<file path="config.mk">
export PLATFORM = sky130hd
export DESIGN_NAME = latch_bank_write_arbiter_flat
export DESIGN_NICKNAME = d
export VERILOG_FILES = /design/src/rtl/latch_bank_write_arbiter_pkg.sv /design/src/rtl/latch_bank_write_arbiter_if.sv /design/src/rtl/latch_bank_write_arbiter_rr_arbiter.sv /design/src/rtl/latch_bank_write_arbiter.sv /design/src/flat_wrapper.sv
export SDC_FILE = /design/constraint.sdc
export NUM_CORES = 1
export LEC_CHECK = 0
export ABC_CLOCK_PERIOD_IN_PS = 3800
export CORE_MARGIN = 3
export CORE_UTILIZATION = 35
export DETAILED_ROUTE_END_ITERATION = 8
export DONT_BUFFER_PORTS = 1
export SYNTH_ARGS = -nofsm -noshare
export SYNTH_HDL_FRONTEND = slang
export SYNTH_SLANG_ARGS = --single-unit
</file>
<file path="constraint.sdc">
create_clock -name clk -period 3.8 [get_ports clk]
set_clock_uncertainty 0.15 [all_clocks]
set_input_delay 0.76 -clock clk [delete_from_list [all_inputs] [get_ports clk]]
set_output_delay 0.76 -clock clk [all_outputs]
set_load 0.005 [all_outputs]
</file>
<file path="src/rtl/latch_bank_write_arbiter_pkg.sv">
// Shared types and helpers for the latch bank write arbiter.
// Holds the sequencer state encoding and small constant functions
// used to size address, pointer and phase-counter fields.
package latch_arb_pkg;

    typedef enum logic [2:0] {
        ST_IDLE   = 3'd0,
        ST_SETUP  = 3'd1,
        ST_LOAD   = 3'd2,
        ST_HOLD   = 3'd3,
        ST_VERIFY = 3'd4,
        ST_DONE   = 3'd5
    } arb_state_e;

    // Index width for n items, never narrower than one bit
    function automatic int aw_of(input int n);
        if (n <= 1) return 1;
        else return $clog2(n);
    endfunction

    // Largest of three phase lengths, sizes the shared phase counter
    function automatic int max3(input int a, input int b, input int c);
        int m;
        m = a;
        if (b > m) m = b;
        if (c > m) m = c;
        return m;
    endfunction

endpackage

</file>
<file path="src/rtl/latch_bank_write_arbiter_if.sv">
// Bundle of requester-side and latch-bank-side signals of the arbiter.
// master: requester logic plus latch bank Q outputs; slave: the arbiter.
interface latch_bank_write_arbiter_if
    import latch_arb_pkg::*;
#(
    parameter int N_REQ   = 4,
    parameter int N_CELLS = 4,
    parameter int WIDTH   = 8
);

    localparam int AW = aw_of(N_CELLS);

    logic [N_REQ-1:0]         req;
    logic [N_REQ*AW-1:0]      req_addr;
    logic [N_REQ*WIDTH-1:0]   req_data;
    logic [N_REQ-1:0]         gnt;
    logic [N_REQ-1:0]         done;
    logic                     busy;
    logic                     err;
    logic [N_CELLS-1:0]       load;
    logic [WIDTH-1:0]         data;
    logic [N_CELLS*WIDTH-1:0] bank_q;

    modport master (
        output req, req_addr, req_data, bank_q,
        input  gnt, done, busy, err, load, data
    );

    modport slave (
        input  req, req_addr, req_data, bank_q,
        output gnt, done, busy, err, load, data
    );

endinterface

</file>
<file path="src/rtl/latch_bank_write_arbiter_rr_arbiter.sv">
// Round-robin winner selection: scans requests starting at rr_ptr
// and returns a one-hot winner plus an any-request flag.
module rr_arbiter
    import latch_arb_pkg::*;
#(
    parameter int N_REQ = 4,
    localparam int PW   = aw_of(N_REQ)
) (
    input  logic [N_REQ-1:0] req,
    input  logic [PW-1:0]    rr_ptr,
    output logic [N_REQ-1:0] win,
    output logic             any
);

    logic [PW-1:0] idx;

    // First active request at or after rr_ptr, wrapping around
    always_comb begin
        win = '0;
        any = 1'b0;
        idx = '0;
        for (int i = 0; i < N_REQ; i++) begin
            idx = PW'((int'(rr_ptr) + i) % N_REQ);
            if (!any && req[idx]) begin
                win[idx] = 1'b1;
                any      = 1'b1;
            end
        end
    end

endmodule

</file>
<file path="src/rtl/latch_bank_write_arbiter.sv">
// Write sequencer/arbiter for a shared bank of d_latch cells.
// Grants one requester at a time round-robin, then drives data with
// setup, load-pulse and hold phases so data is stable around load.
// Optional feature macro: LATCH_ARB_READBACK_EN adds a one-cycle
// VERIFY state that compares the latch Q against the written data.
module latch_bank_write_arbiter
    import latch_arb_pkg::*;
#(
    parameter int N_REQ     = 4,
    parameter int N_CELLS   = 4,
    parameter int WIDTH     = 8,
    parameter int SETUP_CYC = 1,
    parameter int LOAD_CYC  = 2,
    parameter int HOLD_CYC  = 1
) (
    input logic                       clk,
    input logic                       rst_n,
    latch_bank_write_arbiter_if.slave bus
);

    localparam int AW = aw_of(N_CELLS);
    localparam int PW = aw_of(N_REQ);
    localparam int CW = $clog2(max3(SETUP_CYC, LOAD_CYC, HOLD_CYC) + 1);

    localparam logic [CW-1:0] SETUP_LD   = CW'(SETUP_CYC - 1);
    localparam logic [CW-1:0] LOAD_LD    = CW'(LOAD_CYC - 1);
    localparam logic [CW-1:0] HOLD_LD    = CW'(HOLD_CYC - 1);
    localparam logic [AW:0]   CELL_LIMIT = (AW+1)'(N_CELLS);
    localparam logic [PW-1:0] LAST_REQ   = PW'(N_REQ - 1);

    arb_state_e       state, state_next;
    logic [CW-1:0]    cnt, cnt_next;
    logic             capture;
    logic [N_REQ-1:0] win;
    logic             any;
    logic [PW-1:0]    rr_ptr, win_idx, ptr_next;
    logic [AW-1:0]    sel_addr, addr_q;
    logic [WIDTH-1:0] sel_data, data_q;
    logic [N_REQ-1:0] gnt_q;
    logic             err_q;
    logic             sel_addr_ok, addr_ok;
    logic             verify_fail;

    rr_arbiter #(.N_REQ(N_REQ)) u_rr (
        .req    (bus.req),
        .rr_ptr (rr_ptr),
        .win    (win),
        .any    (any)
    );

    // Pick the winner's address/data and the pointer just past it
    always_comb begin
        sel_addr = '0;
        sel_data = '0;
        win_idx  = '0;
        for (int i = 0; i < N_REQ; i++) begin
            if (win[i]) begin
                win_idx  = PW'(i);
                sel_addr = bus.req_addr[i*AW +: AW];
                sel_data = bus.req_data[i*WIDTH +: WIDTH];
            end
        end
        ptr_next    = (win_idx == LAST_REQ) ? '0 : win_idx + 1'b1;
        sel_addr_ok = ({1'b0, sel_addr} < CELL_LIMIT);
    end

    assign addr_ok = ({1'b0, addr_q} < CELL_LIMIT);

`ifdef LATCH_ARB_READBACK_EN
    logic [WIDTH-1:0] readback;

    // Select the Q output of the cell that was just written
    always_comb begin
        readback = '0;
        for (int i = 0; i < N_CELLS; i++) begin
            if (addr_q == AW'(i)) readback = bus.bank_q[i*WIDTH +: WIDTH];
        end
    end

    assign verify_fail = (state == ST_VERIFY) && addr_ok && (readback != data_q);
`else
    logic bank_q_unused;

    assign verify_fail   = 1'b0;
    assign bank_q_unused = ^bus.bank_q;
`endif

    // State and phase counter registers
    always_ff @(posedge clk) begin
        if (!rst_n) begin
            state <= ST_IDLE;
            cnt   <= '0;
        end else begin
            state <= state_next;
            cnt   <= cnt_next;
        end
    end

    // Phase sequencing: each phase reloads the counter and counts down to zero
    always_comb begin
        state_next = state;
        cnt_next   = cnt;
        capture    = 1'b0;
        case (state)
            ST_IDLE: begin
                if (any) begin
                    capture    = 1'b1;
                    state_next = ST_SETUP;
                    cnt_next   = SETUP_LD;
                end
            end
            ST_SETUP: begin
                if (cnt == '0) begin
                    state_next = ST_LOAD;
                    cnt_next   = LOAD_LD;
                end else begin
                    cnt_next = cnt - 1'b1;
                end
            end
            ST_LOAD: begin
                if (cnt == '0) begin
                    state_next = ST_HOLD;
                    cnt_next   = HOLD_LD;
                end else begin
                    cnt_next = cnt - 1'b1;
                end
            end
            ST_HOLD: begin
                if (cnt == '0) begin
`ifdef LATCH_ARB_READBACK_EN
                    state_next = ST_VERIFY;
`else
                    state_next = ST_DONE;
`endif
                    cnt_next = '0;
                end else begin
                    cnt_next = cnt - 1'b1;
                end
            end
`ifdef LATCH_ARB_READBACK_EN
            ST_VERIFY: state_next = ST_DONE;
`endif
            ST_DONE:   state_next = ST_IDLE;
            default:   state_next = ST_IDLE;
        endcase
    end

    // Capture the granted request, hold grant until done, keep err sticky
    always_ff @(posedge clk) begin
        if (!rst_n) begin
            gnt_q  <= '0;
            addr_q <= '0;
            data_q <= '0;
            err_q  <= 1'b0;
            rr_ptr <= '0;
        end else begin
            if (capture) begin
                gnt_q  <= win;
                addr_q <= sel_addr;
                data_q <= sel_data;
                rr_ptr <= ptr_next;
                if (!sel_addr_ok) err_q <= 1'b1;
            end else if (state == ST_DONE) begin
                gnt_q <= '0;
            end
            if (verify_fail) err_q <= 1'b1;
        end
    end

    // One-hot load strobe, suppressed entirely for an out-of-range address
    always_comb begin
        bus.load = '0;
        if (state == ST_LOAD && addr_ok) begin
            for (int i = 0; i < N_CELLS; i++) begin
                bus.load[i] = (addr_q == AW'(i));
            end
        end
    end

    assign bus.done = (state == ST_DONE) ? gnt_q : '0;
    assign bus.busy = (state != ST_IDLE);
    assign bus.gnt  = gnt_q;
    assign bus.data = data_q;
    assign bus.err  = err_q;

endmodule
</file>
<file path="src/flat_wrapper.sv">
// flat-port wrapper written by rule: the top's interface ports become plain ports
module latch_bank_write_arbiter_flat import latch_arb_pkg::*;
#(
    parameter int N_REQ     = 4,
    parameter int N_CELLS   = 4,
    parameter int WIDTH     = 8,
    parameter int SETUP_CYC = 1,
    parameter int LOAD_CYC  = 2,
    parameter int HOLD_CYC  = 1
)
  (clk, rst_n, bus_req, bus_req_addr, bus_req_data, bus_bank_q, bus_gnt, bus_done, bus_busy, bus_err, bus_load, bus_data);
  latch_bank_write_arbiter_if #(.N_REQ(N_REQ), .N_CELLS(N_CELLS), .WIDTH(WIDTH)) bus_i ();
  input logic clk;
  input logic rst_n;
  input wire logic [$bits(bus_i.req)-1:0] bus_req;
  input wire logic [$bits(bus_i.req_addr)-1:0] bus_req_addr;
  input wire logic [$bits(bus_i.req_data)-1:0] bus_req_data;
  input wire logic [$bits(bus_i.bank_q)-1:0] bus_bank_q;
  output wire logic [$bits(bus_i.gnt)-1:0] bus_gnt;
  output wire logic [$bits(bus_i.done)-1:0] bus_done;
  output wire logic [$bits(bus_i.busy)-1:0] bus_busy;
  output wire logic [$bits(bus_i.err)-1:0] bus_err;
  output wire logic [$bits(bus_i.load)-1:0] bus_load;
  output wire logic [$bits(bus_i.data)-1:0] bus_data;
  assign bus_i.req = bus_req;
  assign bus_i.req_addr = bus_req_addr;
  assign bus_i.req_data = bus_req_data;
  assign bus_i.bank_q = bus_bank_q;
  assign bus_gnt = bus_i.gnt;
  assign bus_done = bus_i.done;
  assign bus_busy = bus_i.busy;
  assign bus_err = bus_i.err;
  assign bus_load = bus_i.load;
  assign bus_data = bus_i.data;
  latch_bank_write_arbiter #(.N_REQ(N_REQ), .N_CELLS(N_CELLS), .WIDTH(WIDTH), .SETUP_CYC(SETUP_CYC), .LOAD_CYC(LOAD_CYC), .HOLD_CYC(HOLD_CYC)) u_core (.clk(clk), .rst_n(rst_n), .bus(bus_i));
endmodule
</file>
==> summary.md <==
| Metric | Value |
|---|---|
| Status | `finished clean` |
| CTS buffer count | `3` |
| Via density | `6.09` |
| Area growth, synth to finish | `5.48%` |
| Top Family by Delay on Critical Path | `simple AND/OR/NAND/NOR gates` |
| Number of primary I/O pins | `100` |
| Nets@finish | `between 200 and 300` |
| Hold Startpoint | `u_core.bus.data[7]$_SDFFE_PN0P_` |
| Routed via count | `1,364` |
| Achievable Freq | `about 290 MHz` |
| Final hold violations | `0` |
| Post-synth EDFFs | `0` |
| Core area | `4060 um^2` |
| Die Height | `71.1 um` |
| Drc violations | `0` |
| Mapped Cells | `176` |
| Fin crit period | `3.46 ns` |
| Adder-Cell Fraction of Synth Area | `0.0590` |
| First-pass GRT wire length | `6.20 mm` |
| Final setup margin | `between 0.3 and 0.4 ns` |
| TritonCTS clock tree | `yes` |
| Post-Syn Area | `1490 um^2` |
| Syn Nets | `261` |
| Final wirelength | `3.79 mm` |
| Worst slew margin | `0.411` |
| Worst EP arrival | `3.51 ns` |
| Tot GR Track Use | `0.150` |
| Final setup fails | `0` |
| Worst-Margin Slew | `about 0.9 ns` |
| Setup Buffers After CTS | `0` |
| Yosys warns | `0` |
| R2r endpoint | `u_core.bus.data[0]$_SDFFE_PN0P_` |
| Port Buffers | `0` |
| Finished Cell Area | `1570 um^2` |
| Unrepaired setup endpoints after global routing | `false` |
| Num rows | `23` |
| Vias in the first global route | `1,329` |
| Detailed router's first-iteration violation count | `68` |
| Drt pass-1 iters | `4` |
| H-tree levels | `1` |
| Placed Cells | `220` |
| Reg2reg start | `u_core.rr_ptr[1]$_SDFFE_PN0P_` |
| Post-synth top area share | `0.283` |
| Simple-gate share of the synthesized area | `0.231` |
| Critical Path Fanout Max | `11` |
| Worst setup SP type | `flop` |
| Share of cells above drive strength 1 | `0.109` |
| Mean Syn Cell Area | `8.44 um^2` |
| Worst skew pair latency | `0.26 ns` |
| Starting density of the core | `0.366` |
| Die X | `between 70 and 80 um` |
| Hold Path Class | `reg -> reg` |
| Antenna violations before repair | `0` |
| Cell depth of the worst min-delay path | `2` |
| Final Max Tran Viols | `0` |
| Post-synthesis compound-gate area fraction | `0.313` |
| Setup tns final | `0 ns` |
| Die Area | `5060 um^2` |
| Max-cap viol count | `0` |
| Ys flop type | `dfxtp_1` |
| Most numerous cell in the Yosys netlist | `dfxtp_1` |
| Worst hold slack | `approximately 0.32 ns` |
| R2R depth | `9` |
| Proportion of synthesized area in mux cells | `0.0573` |
| GPL Wtd Cong | `approximately 0.81` |
| Post-route ant nets | `0` |
| Clock sink total | `21` |
| Sequential area share after synthesis | `0.283` |
| Gr ovfl total | `0` |
| Crit path kind | `reg -> reg` |
| Hold endpoint | `u_core.bus.data[7]$_SDFFE_PN0P_` |
| Max rail drop VDD | `199 uV` |
| CP max stage delay | `~0.68 ns` |
| PD cells | `about 800 nW/um^2` |
| Xor/xnor share of the synthesized area | `0.00590` |
| Largest cells by area after synthesis | `dfxtp_1 (28%), a221oi_1 (5.9%), ha_1 (5.9%)` |
| Crit path cell chain | `inv_1 > ha_1 > or3b_2 > a2111o_1 > nand2_2 > a22oi_4 > nor2_1 > a221oi_1 > o21ai_1` |
| Lkg Pwr | `0.661 nW` |
| CTS root buf | `clkbuf_8` |
| Non-filler instance count after layout | `224` |
| Fin crit share | `0.911` |
| Filler instances | `410` |
| Area after DPL | `1520 um^2` |
| CTS max path bufs | `2` |
| Most instantiated cells after synthesis | `dfxtp_1 (21), nand2_1 (16), nor2_1 (15)` |
| Required @ worst endpoint | `between 3 and 4 ns` |
| Worst setup EP type | `flop` |
| Worst path slowest cell | `nor2_1` |
| Worst-path clk slew | `approximately 0.070 ns` |
| Largest area contributor in the netlist | `dfxtp_1` |
| Final core utilization | `0.386` |
| Cts hold-fix bufs | `0` |
| DP Wirelength | `2.89 mm` |
| Largest family of logic cells by synthesized area | `compound AO/OA/AOI/OAI gates` |
| N_diodes | `0` |
| Ys async rst share | `0` |
| Count of cell types in the netlist | `47` |
| Total design power | `1.26 mW` |
| Post-CTS sizing | `0` |
| Register bit total from synthesis | `21` |
| Buffers plus inverters on the worst setup path | `1` |
| WL per Instance | `roughly 17 um` |
| Largest net degree at the start of global routing | `13` |
| DP Worst Slack | `0.325 ns` |
| R2R Setup Slk | `roughly 0.34 ns` |
-- routing by layer --
layer,track usage,part of all wire,vias up
li1,-,-,652
met1,0.175,0.42,654
met2,0.261,0.50,54
met3,0.0284,0.065,4
met4,0.0689,0.016,0
met5,0,0,-
-- registers in the layout, summed over array words and instances, names as in the netlist --
register and count:
u_core.rr_ptr 2, u_core.bus.gnt 4, u_core.cnt 2, u_core.bus.data 8, u_core.addr_q 2, u_core.state 3
-- cells in the final DEF (no fill, tap or decap), drive strengths merged, types with 2 or more instances in the layout --
cell / Yosys / routed
a21o: 10 / 10
a21oi: 7 / 7
a221o: 3 / 3
a221oi: 12 / 12
a22oi: 3 / 3
a31oi: 3 / 3
and2: 2 / 2
and3: 4 / 4
buf: 5 / 3
clkbuf: 4 / 4
dfxtp: 21 / 21
ha: 7 / 7
inv: 5 / 5
mux4: 3 / 3
nand2: 17 / 17
nand2b: 2 / 2
nand3: 3 / 3
nor2: 15 / 15
nor2b: 4 / 4
nor3: 6 / 6
nor3b: 2 / 2
o21ai: 21 / 21
or2b: 2 / 2
or3: 3 / 3
-- worst register-to-register path, delay by kind of cell, from the launching register on --
family          cells  cell delay [ns]
buf+inv             1             0.14
simple gates        3             1.34
flops               1             0.51
fa+ha+maj           1             0.36
compound gates      4             0.91
-- kinds of logic after synthesis --
family | after synthesis
buffers and inverters | 15
AOI/OAI and AO/OA | 63
adders and majority gates | 7
xor gates and xnor gates | 1
DFF | 21
muxes | 4
and+or+nand+nor | 64
other | 1
-- area by class of cell --
cell class / instances / area [um^2] / area share
repair buffers: 3 / 22.5 / 0.0144
flip-flops and latches: 21 / 420 / 0.268
well taps: 50 / 62.6 / 0.0399
clock buffers: 4 / 45.0 / 0.0288
inverters: 6 / 22.5 / 0.0144
multi-input cells: 140 / 993 / 0.634
-- where the power goes --
| group | internal, mW | total [mW] | switching [mW] |
|---|---|---|---|
| clock network | 0.0747 | 0.146 | 0.0716 |
| registers | 0.291 | 0.366 | 0.0757 |
| logic | 0.320 | 0.748 | 0.428 |
| total | 0.686 | 1.26 | 0.575 |
-- worst max-delay path by stage --
stage,depth (start not counted),slack (ns),from,to
6_report,9,0.34,u_core.rr_ptr[1]$_SDFFE_PN0P_,u_core.bus.data[0]$_SDFFE_PN0P_
5_1_grt,9,0.1,u_core.rr_ptr[1]$_SDFFE_PN0P_,u_core.bus.data[5]$_SDFFE_PN0P_
4_1_cts,9,0.30,u_core.rr_ptr[1]$_SDFFE_PN0P_,u_core.addr_q[0]$_SDFFE_PN0P_
3_5_place_dp,9,0.33,u_core.rr_ptr[1]$_SDFFE_PN0P_,u_core.addr_q[0]$_SDFFE_PN0P_
3_3_place_gp,9,0.53,u_core.rr_ptr[1]$_SDFFE_PN0P_,u_core.addr_q[0]$_SDFFE_PN0P_
2_1_floorplan,11,0.82,u_core.rr_ptr[0]$_SDFFE_PN0P_,u_core.addr_q[0]$_SDFFE_PN0P_
Power figures use the tool's default switching activity.
